<file path="src/rtl/muldiv_sequencer.sv">
// muldiv_sequencer
//   Iterative multiply/divide unit beside the execute-stage ALU. Runs
//   MULT/MULTU as 32-step shift-add and DIV/DIVU as 32-step restoring
//   divide, then writes HI/LO and pulses done. Stalls the pipeline while busy.
//
// Ports
//   clock        system clock, rising edge
//   reset        synchronous active-high reset
//   start        request, honoured only in IDLE
//   op           00 MULT, 01 MULTU, 10 DIV, 11 DIVU
//   BusA, BusB   multiplicand/dividend, multiplier/divisor
//   flush        squash the operation in flight
//   stall_out    holds upstream pipeline registers
//   busy         high in CALC and FIX
//   done         one-cycle pulse, HI/LO already hold the result
//   div_by_zero  qualifies done for a divide with BusB == 0
//   hi_out       HI register
//   lo_out       LO register
//
// state | meaning
// ------+-----------------------------------------------------------
// IDLE  | waiting for start; operands latched on acceptance
// CALC  | one multiply/divide iteration per cycle, WIDTH cycles
// FIX   | apply signs and write HI/LO (skipped write on flush)
// DONE  | result visible, done pulse, back to IDLE

module muldiv_sequencer #(
  parameter int WIDTH = 32,
  parameter int CNT_W = 6
) (
  input  logic             clock,
  input  logic             reset,
  input  logic             start,
  input  logic [1:0]       op,
  input  logic [WIDTH-1:0] BusA,
  input  logic [WIDTH-1:0] BusB,
  input  logic             flush,
  output logic             stall_out,
  output logic             busy,
  output logic             done,
  output logic             div_by_zero,
  output logic [WIDTH-1:0] hi_out,
  output logic [WIDTH-1:0] lo_out
);

  typedef enum logic [1:0] {S_IDLE, S_CALC, S_FIX, S_DONE} state_t;

  state_t state_q, state_d;

  logic [CNT_W-1:0]   cnt_q;
  logic [2*WIDTH-1:0] acc_q;     // product accumulator; low half is dividend/quotient for divides
  logic [WIDTH-1:0]   rem_q;     // partial remainder
  logic [WIDTH-1:0]   b_q;       // multiplicand / divisor magnitude
  logic               is_div_q;
  logic               neg_res_q;
  logic               neg_rem_q;
  logic               dbz_q;

  logic               a_neg, b_neg, b_zero, accept;
  logic [WIDTH-1:0]   a_mag, b_mag;
  logic [WIDTH:0]     mul_sum;
  logic [WIDTH:0]     div_shift, div_diff;
  logic [2*WIDTH-1:0] prod_fix;
  logic [WIDTH-1:0]   quo_fix, rem_fix;

  assign a_neg  = ~op[0] & BusA[WIDTH-1];
  assign b_neg  = ~op[0] & BusB[WIDTH-1];
  assign a_mag  = a_neg ? -BusA : BusA;
  assign b_mag  = b_neg ? -BusB : BusB;
  assign b_zero = (BusB == '0);
  // flush beats a simultaneous start
  assign accept = (state_q == S_IDLE) & start & ~flush;

  // shift-add step: add multiplicand into the upper half when LSB set, then shift right
  assign mul_sum   = {1'b0, acc_q[2*WIDTH-1:WIDTH]} + (acc_q[0] ? {1'b0, b_q} : '0);
  // restoring step: trial subtract on the shifted remainder; borrow means restore
  assign div_shift = {rem_q, acc_q[WIDTH-1]};
  assign div_diff  = div_shift - {1'b0, b_q};

  assign prod_fix = neg_res_q ? -acc_q : acc_q;
  assign quo_fix  = neg_res_q ? -acc_q[WIDTH-1:0] : acc_q[WIDTH-1:0];
  assign rem_fix  = neg_rem_q ? -rem_q : rem_q;

  assign busy        = (state_q == S_CALC) | (state_q == S_FIX);
  assign stall_out   = ((state_q == S_IDLE) & start) | busy;
  assign done        = (state_q == S_DONE);
  assign div_by_zero = (state_q == S_DONE) & dbz_q;

  always_ff @(posedge clock) begin
    if (reset) state_q <= S_IDLE;
    else       state_q <= state_d;
  end

  always_comb begin
    state_d = state_q;
    case (state_q)
      S_IDLE: if (accept) state_d = (op[1] & b_zero) ? S_FIX : S_CALC;
      S_CALC: begin
        if (flush)                                state_d = S_IDLE;
        else if (cnt_q == CNT_W'(WIDTH - 1))      state_d = S_FIX;
      end
      S_FIX:  state_d = flush ? S_IDLE : S_DONE;
      S_DONE: state_d = S_IDLE;
      default: state_d = S_IDLE;
    endcase
  end

  always_ff @(posedge clock) begin
    if (reset) begin
      cnt_q     <= '0;
      acc_q     <= '0;
      rem_q     <= '0;
      b_q       <= '0;
      is_div_q  <= 1'b0;
      neg_res_q <= 1'b0;
      neg_rem_q <= 1'b0;
      dbz_q     <= 1'b0;
      hi_out    <= '0;
      lo_out    <= '0;
    end else begin
      case (state_q)
        S_IDLE: if (accept) begin
          cnt_q     <= '0;
          rem_q     <= '0;
          b_q       <= b_mag;
          is_div_q  <= op[1];
          neg_res_q <= a_neg ^ b_neg;
          neg_rem_q <= a_neg;
          dbz_q     <= op[1] & b_zero;
          // divide by zero returns the raw dividend in HI, so keep it unsigned-untouched
          acc_q     <= {{WIDTH{1'b0}}, (op[1] & b_zero) ? BusA : a_mag};
        end
        S_CALC: begin
          cnt_q <= cnt_q + CNT_W'(1);
          if (is_div_q) begin
            rem_q <= div_diff[WIDTH] ? div_shift[WIDTH-1:0] : div_diff[WIDTH-1:0];
            acc_q <= {acc_q[2*WIDTH-1:WIDTH], acc_q[WIDTH-2:0], ~div_diff[WIDTH]};
          end else begin
            acc_q <= {mul_sum, acc_q[WIDTH-1:1]};
          end
        end
        S_FIX: if (!flush) begin
          if (dbz_q) begin
            hi_out <= acc_q[WIDTH-1:0];
            lo_out <= '1;
          end else if (is_div_q) begin
            hi_out <= rem_fix;
            lo_out <= quo_fix;
          end else begin
            {hi_out, lo_out} <= prod_fix;
          end
        end
        default: ;
      endcase
    end
  end

endmodule

</file>
<file path="config.mk">
export PLATFORM = sky130hd
export DESIGN_NAME = muldiv_sequencer
export DESIGN_NICKNAME = d
export VERILOG_FILES = /design/src/rtl/muldiv_sequencer.sv
export SDC_FILE = /design/constraint.sdc
export NUM_CORES = 1
export LEC_CHECK = 0
export ABC_AREA = 1
export CAP_MARGIN = 20
export CELL_PAD_IN_SITES_DETAIL_PLACEMENT = 0
export CELL_PAD_IN_SITES_GLOBAL_PLACEMENT = 2
export CORE_MARGIN = 4
export CORE_UTILIZATION = 34
export CTS_BUF_LIST = sky130_fd_sc_hd__clkbuf_16
export CTS_CLUSTER_DIAMETER = 40
export DETAILED_ROUTE_END_ITERATION = 6
export GPL_TIMING_DRIVEN = 0
export PLACE_DENSITY = 0.95
export REMOVE_ABC_BUFFERS = 1
export SLEW_MARGIN = 20
export SYNTH_ARGS = -nofsm -noshare
export SYNTH_HDL_FRONTEND = slang
export SYNTH_SLANG_ARGS = --single-unit
</file>
<file path="constraint.sdc">
create_clock -name clock -period 5.33 [get_ports clock]
set_clock_uncertainty 0.1 [all_clocks]
set_input_delay 1.066 -clock clock [delete_from_list [all_inputs] [get_ports clock]]
set_output_delay 1.066 -clock clock [all_outputs]
set_load 0.02 [all_outputs]
</file>
Word-level counts from Yosys, hierarchy flattened
Index checks and enable logic that the tools add are counted.
W data, S select, Z words.
- $add $sub $neg: 8
- equal/unequal tests: 8
- muxes and demuxes: 26
- bitwise operators: 12
- reduce and logical (&&, ||, !) cells: 9
- operators by type and width (cell ; count):
    $mux W32 ; 13
    $mux W64 ; 3
    $neg A32 Y32 ; 4
    $pmux W64 S2 ; 1
    $neg A64 Y64 ; 1
    $pmux W32 S2 ; 1
    $add A32 B32 Y33 ; 1
    $sub A33 B32 Y33 ; 1
    $logic_not A32 Y1 ; 1
    $pmux W6 S2 ; 1
    $mux W2 ; 5
    $pmux W2 S4 ; 1
    $reduce_and A2 Y1 ; 4
    $add A6 B1 Y6 const B ; 1
    $and A1 B1 Y1 ; 6
    $eq A6 B5 Y1 const B ; 1
    $mux W6 ; 1
    $ne A2 B2 Y1 const B ; 3
    $reduce_and A3 Y1 ; 2
    $eq A2 B2 Y1 const B ; 2
    $ne A3 B2 Y1 const B ; 1
    $not A1 Y1 ; 3
    $eq A2 B1 Y1 const B ; 1
    $logic_not A2 Y1 ; 1
    other kinds (3) ; 4
- flip-flop bits (word level): 204
- bits of input ports: 70
- output and inout port bits: 68
- word-level logic and storage cells: 75

Logic depth before layout (Yosys ltp)
- depth in word-level cells: 6
- depth in mapped cells: 16
- gate-level depth less buffers: 16

Worst setup path after synthesis
OpenSTA, ideal clock, no wires.
- path kind: in2out
- start point: input start
- end point: output stall_out
- arrival: 1.460 ns
- required time: 4.164 ns
- setup slack: 2.704 ns
- cell stages on the path: 2
- buffers on the path: 0
- cells stage by stage: inv_1 o21bai_1
- word-level cells in the longest chain between the ends: 2
- ends and longest elaborated chain (item ; line ; text):
    start, declared ; 33 ; input logic start,
    $and A1 B1 Y1 ; 85 ; assign stall_out = ((state_q == S_IDLE) & start) | busy;
    $or A1 B1 Y1 ; 85 ;
    end, declared ; 38 ; output logic stall_out,
Every way passes these cells.

Worst setup path after layout
- start point: input flush
- end point: register acc_q[33]
- word-level cells in the longest chain between the ends: 4
- ends and longest elaborated chain (item ; line ; text):
    start, declared ; 37 ; input logic flush,
    $not A1 Y1 (no source line) ; n/a ;
    $and A1 B1 Y1 ; 72 ; assign accept = (state_q == S_IDLE) & start & ~flush;
    $ne A2 B2 Y1 (no source line) ; n/a ;
    $reduce_and A3 Y1 (no source line) ; n/a ;
    end signal, assigned ; 131 ; acc_q <= {{WIDTH{1'b0}}, (op[1] & b_zero) ? BusA : a_mag};
    end signal, assigned ; 137 ; acc_q <= {acc_q[2*WIDTH-1:WIDTH], acc_q[WIDTH-2:0], ~div_diff[WIDTH]};
    end signal, assigned ; 139 ; acc_q <= {mul_sum, acc_q[WIDTH-1:1]};
    end, declared ; 51 ; logic [2*WIDTH-1:0] acc_q;
Every way passes these cells.
A chain may end at the register's enable or synchronous reset.

==> flow_results.xml <==
<?xml version="1.0" encoding="UTF-8"?>
<metrics>
  <group name="power">
    <metric name="pwr-share-seq" unit="">0.261</metric>
    <metric name="power.switching" unit="mW">3.624</metric>
    <metric name="comb_power_share" unit="">0.416</metric>
    <metric name="irDropWorstVdd" unit="mV">0.2455</metric>
    <metric name="power.static_leakage" unit="nW">10.13</metric>
    <metric name="clock_power_share" unit="">0.324</metric>
    <metric name="power.share.switching" unit="">0.4541</metric>
    <metric name="intPower" unit="mW">4.358</metric>
    <metric name="pwr_density_cell" unit="nW/um2">374.3</metric>
    <metric name="total_power" unit="mW">7.982</metric>
  </group>
  <group name="setup_path">
    <metric name="startpoint_type_of_the_worst_setup_path" unit="">input port</metric>
    <metric name="timing.critical_path.buf_inv" unit="">6</metric>
    <metric name="worst-r2r-cell-count" unit="">13</metric>
    <metric name="crit_path_cell_trace" unit="">clkdlybuf4s50_1, nor3_4, buf_8, buf_6, inv_2, o21ai_2, inv_2, nor2_1, inv_2, a21oi_1, a211oi_1</metric>
    <metric name="timing.critical_path.mode_cell" unit="">sky130_fd_sc_hd__inv_2</metric>
    <metric name="critical_path_arrival" unit="ps">5050</metric>
    <metric name="critPathMaxStageDelay" unit="ps">570</metric>
    <metric name="type_of_destination_of_the_critical_path" unit="">flip-flop</metric>
    <metric name="crit_path_max_fanout" unit="">48</metric>
    <metric name="cp_data_required_time" unit="ps">5640</metric>
    <metric name="timing.rr.start" unit="">state_q[0]$_SDFFE_PP0P_</metric>
    <metric name="critical_path.slowest_cell" unit="">sky130_fd_sc_hd__inv_2</metric>
    <metric name="worst_path_dominant_cell_family" unit="">buffers and inverters</metric>
    <metric name="timing.reg2reg.setup_slack" unit="ps">820</metric>
    <metric name="crit_type" unit="">in -&gt; reg</metric>
    <metric name="reg2reg_to" unit="">acc_q[33]$_SDFFE_PP0P_</metric>
  </group>
  <group name="global_route">
    <metric name="grt_pass1_vias" unit="">19070</metric>
    <metric name="grtUsageTotal" unit="">0.2497</metric>
    <metric name="grt_start_max_net_pins" unit="">91</metric>
    <metric name="grt_overflow" unit="">0</metric>
    <metric name="first_pass_grt_wire_length" unit="mm">111.3</metric>
    <metric name="antenna_violations_before_repair" unit="">1</metric>
  </group>
  <group name="hold_path">
    <metric name="hp-class" unit="">reg -&gt; reg</metric>
    <metric name="hold_depth" unit="">2</metric>
    <metric name="hold_path_startpoint" unit="">hi_out[6]$_SDFFE_PP0P_</metric>
    <metric name="worst_hold_path.endpoint" unit="">hi_out[6]$_SDFFE_PP0P_</metric>
  </group>
  <group name="logic_synthesis">
    <metric name="syn_area_per_cell" unit="um2">5.717</metric>
    <metric name="yosys.area.top_type_share" unit="">0.2283</metric>
    <metric name="synth_top_cells_by_area" unit="">sky130_fd_sc_hd__dfxtp_1 23%, sky130_fd_sc_hd__nand2_1 19%, sky130_fd_sc_hd__a21oi_1 8.6%, sky130_fd_sc_hd__inv_1 8.0%, sky130_fd_sc_hd__nand3_1 7.9%</metric>
    <metric name="yosysWarnings" unit="">0</metric>
    <metric name="synth-edff-count" unit="">0</metric>
    <metric name="synthMostInstantiatedCell" unit="">sky130_fd_sc_hd__nand2_1</metric>
    <metric name="synth_commonest_cells" unit="">889 x sky130_fd_sc_hd__nand2_1, 382 x sky130_fd_sc_hd__inv_1, 341 x sky130_fd_sc_hd__nor2_1, 307 x sky130_fd_sc_hd__a21oi_1, 282 x sky130_fd_sc_hd__nand3_1</metric>
    <metric name="synth.cell_area" unit="um2">17890</metric>
    <metric name="syn-instance-count" unit="">3129</metric>
    <metric name="asyncSetResetFlopFracSynth" unit="">0</metric>
    <metric name="register_area_share_after_synthesis" unit="">0.2283</metric>
    <metric name="yosys_most_used_dff" unit="">sky130_fd_sc_hd__dfxtp_1</metric>
    <metric name="largest_area_contributor_in_the_netlist" unit="">sky130_fd_sc_hd__dfxtp_1</metric>
    <metric name="yosysUniqueCellTypes" unit="">48</metric>
    <metric name="synth-seq-cells" unit="">204</metric>
  </group>
  <group name="place">
    <metric name="routability_congestion_estimate_from_global_placement" unit="">0.9573</metric>
    <metric name="placement.setup.worst_slack" unit="ps">84.48</metric>
    <metric name="dp_cells" unit="">3842</metric>
    <metric name="quantity_of_i_o_buffers_inserted_on_ports" unit="">137</metric>
    <metric name="post-dp-hpwl" unit="mm">58.65</metric>
  </group>
  <group name="die">
    <metric name="design.core.area" unit="um2">51720</metric>
    <metric name="number_of_placement_rows" unit="">83</metric>
    <metric name="floorplan.io_pins" unit="">138</metric>
    <metric name="start_util" unit="">0.3459</metric>
    <metric name="chipHeight" unit="um">237.4</metric>
    <metric name="fp.dieArea" unit="um2">56350</metric>
    <metric name="dieWidth" unit="um">237.4</metric>
  </group>
  <group name="sta">
    <metric name="final_setup_violating_endpoints" unit="">0</metric>
    <metric name="final_hold_viol_count" unit="">0</metric>
    <metric name="finalCritPeriodShare" unit="">0.8904</metric>
    <metric name="max_slew_violation_count" unit="">0</metric>
    <metric name="timing.slew.headroom" unit="">0.3313</metric>
    <metric name="timing.fmax" unit="GHz">0.2107</metric>
    <metric name="tightestPinTransition" unit="ps">999.4</metric>
    <metric name="whs" unit="ps">363.0</metric>
    <metric name="period_minus_slack" unit="ps">4746</metric>
    <metric name="post-route-worst-setup-slack" unit="ps">584.0</metric>
    <metric name="setup_repair_after_global_routing_missed_its_margin" unit="">no</metric>
  </group>
  <group name="detailed_routing">
    <metric name="post_drt_via_cell_ratio" unit="">5.315</metric>
    <metric name="postRouteWirelength" unit="mm">73.98</metric>
    <metric name="vias" unit="">20830</metric>
    <metric name="router_iterations_before_antenna_repair" unit="">6</metric>
    <metric name="route.antenna.remaining_nets" unit="">0</metric>
    <metric name="drt_drc_violations_left" unit="">0</metric>
    <metric name="avgRoutedWirePerCell" unit="um">18.88</metric>
    <metric name="dr.first_iter.drc_count" unit="">1721</metric>
  </group>
  <group name="clocking">
    <metric name="cts_htree_levels" unit="">2</metric>
    <metric name="clkTransAtPathRegs" unit="ps">60</metric>
    <metric name="cts_tree" unit="">done</metric>
    <metric name="cts_resized" unit="">0</metric>
    <metric name="cts.path.max_buffers" unit="">3</metric>
    <metric name="clock_tree.root_cell" unit="">sky130_fd_sc_hd__clkbuf_16</metric>
    <metric name="numCtsBuffers" unit="">41</metric>
    <metric name="clkSinkCount" unit="">204</metric>
    <metric name="hold_buffers" unit="">0</metric>
    <metric name="post_cts.repair.setup_buffers" unit="">0</metric>
    <metric name="insertion_delay" unit="ps">560</metric>
  </group>
  <group name="layout">
    <metric name="ff_latch_area" unit="um2">4090</metric>
    <metric name="num-nets-final" unit="">3351</metric>
    <metric name="final.fill_count" unit="">5637</metric>
    <metric name="multiInputGateArea" unit="um2">11900</metric>
    <metric name="share_of_post_route_cells_with_drive_strength_above_1" unit="">0.04451</metric>
    <metric name="finish.utilization" unit="">0.4124</metric>
    <metric name="final-instance-count-excl-fill" unit="">3918</metric>
    <metric name="synthToLayoutAreaGrowth" unit="%">19.22</metric>
  </group>
  <group name="run">
    <metric name="max_cap_violations" unit="">0</metric>
  </group>
  <group name="run_status">
    <metric name="run_status" unit="">finished clean</metric>
  </group>
</metrics>
## routing by layer
metal	share of wire	vias to the layer above	track usage
met5	0	-	0
met4	0.039	0	0.09006
met3	0.054	135	0.02680
met2	0.45	675	0.4125
met1	0.45	9556	0.3383
li1	-	10460	-
## layout by cell type, fill, tap and decap left out, types with 10 or more instances in the layout
master / n
sky130_fd_sc_hd__o221ai_1: 21
sky130_fd_sc_hd__nand2_1: 886
sky130_fd_sc_hd__a21oi_1: 307
sky130_fd_sc_hd__o21ai_0: 201
sky130_fd_sc_hd__xnor2_1: 21
sky130_fd_sc_hd__o21ai_1: 13
sky130_fd_sc_hd__inv_1: 381
sky130_fd_sc_hd__nand3b_1: 20
sky130_fd_sc_hd__o211ai_1: 10
sky130_fd_sc_hd__nor2_1: 336
sky130_fd_sc_hd__inv_6: 11
sky130_fd_sc_hd__nor3_1: 28
sky130_fd_sc_hd__ha_1: 74
sky130_fd_sc_hd__xor2_1: 34
sky130_fd_sc_hd__a31oi_1: 16
sky130_fd_sc_hd__nand3_1: 282
sky130_fd_sc_hd__clkdlybuf4s50_1: 136
sky130_fd_sc_hd__nand4_1: 50
sky130_fd_sc_hd__dfxtp_1: 199
sky130_fd_sc_hd__clkbuf_16: 41
sky130_fd_sc_hd__a221oi_1: 20
sky130_fd_sc_hd__or2_2: 17
## flip-flops by register name, indices dropped and copies added, names as in the netlist
register   cells
cnt_q          6
state_q        2
is_div_q       1
neg_rem_q      1
hi_out        32
neg_res_q      1
b_q           32
lo_out        32
dbz_q          1
acc_q         64
rem_q         32
## per-stage QoR
step | instance area [um2] | setup TNS [ps]
floorplan | 17410 | 0
global placement | 19640 | -424150
detailed placement | 19950 | 0
CTS | 21310 | 0
global route | 21320 | 0
finish | 21330 | 0
## power by group through the flow
stage / Clock (mW) / Sequential [mW] / Combinational, mW
floorplan: 0 / 2.01 / 2.08
CTS: 2.63 / 2.08 / 3.29
detailed placement: 0 / 2.11 / 3.28
global route: 2.69 / 2.10 / 3.69
finish: 2.58 / 2.08 / 3.32
global placement: 0 / 2.15 / 3.14
## cell families (layout without fill, tap and decap cells)
group,after synthesis,in the layout,synth area share
other,0,3,0
DFF,204,204,0.2283
buffers and inverters,509,615,0.1088
and+or+nand+nor,1652,1652,0.3871
AOI/OAI and AO/OA,633,633,0.1948
adders and majority gates,76,76,0.05400
xor gates and xnor gates,55,55,0.02693
## worst max-delay path by stage
stage	cells past startpoint	startpoint	slack [ps]	to
final	11	flush	580	acc_q[33]$_SDFFE_PP0P_
after global routing	11	flush	300	acc_q[33]$_SDFFE_PP0P_
after CTS	11	flush	650	acc_q[33]$_SDFFE_PP0P_
after detailed placement	11	flush	80	acc_q[33]$_SDFFE_PP0P_
after global placement	4	reset	-4800	cnt_q[2]$_SDFFE_PP0P_
after floorplan	8	flush	1370	lo_out[2]$_SDFFE_PP0P_
## worst register-to-register path, cell delays in order, from the launching register on
cell and delay (ps):
sky130_fd_sc_hd__dfxtp_1 330, sky130_fd_sc_hd__inv_1 140, sky130_fd_sc_hd__ha_1 250, sky130_fd_sc_hd__inv_2 80
sky130_fd_sc_hd__nor3_4 390, sky130_fd_sc_hd__buf_8 240, sky130_fd_sc_hd__buf_6 230, sky130_fd_sc_hd__inv_2 310
sky130_fd_sc_hd__o21ai_2 530, sky130_fd_sc_hd__inv_2 580, sky130_fd_sc_hd__nor2_1 510, sky130_fd_sc_hd__inv_2 390
sky130_fd_sc_hd__a21oi_1 240, sky130_fd_sc_hd__a211oi_1 60
## final cells by class
| class | instances | share of cell area |
|---|---|---|
| sequential | 204 | 0.1918 |
| tap | 680 | 0.03989 |
| clock buffer | 41 | 0.04811 |
| timing repair buffer | 150 | 0.07703 |
| antenna | 3 | 0.0003520 |
| clock inverter | 32 | 0.01561 |
| inverter | 392 | 0.06911 |
| multi-input combinational | 2416 | 0.5581 |
Power figures use the tool's default switching activity.
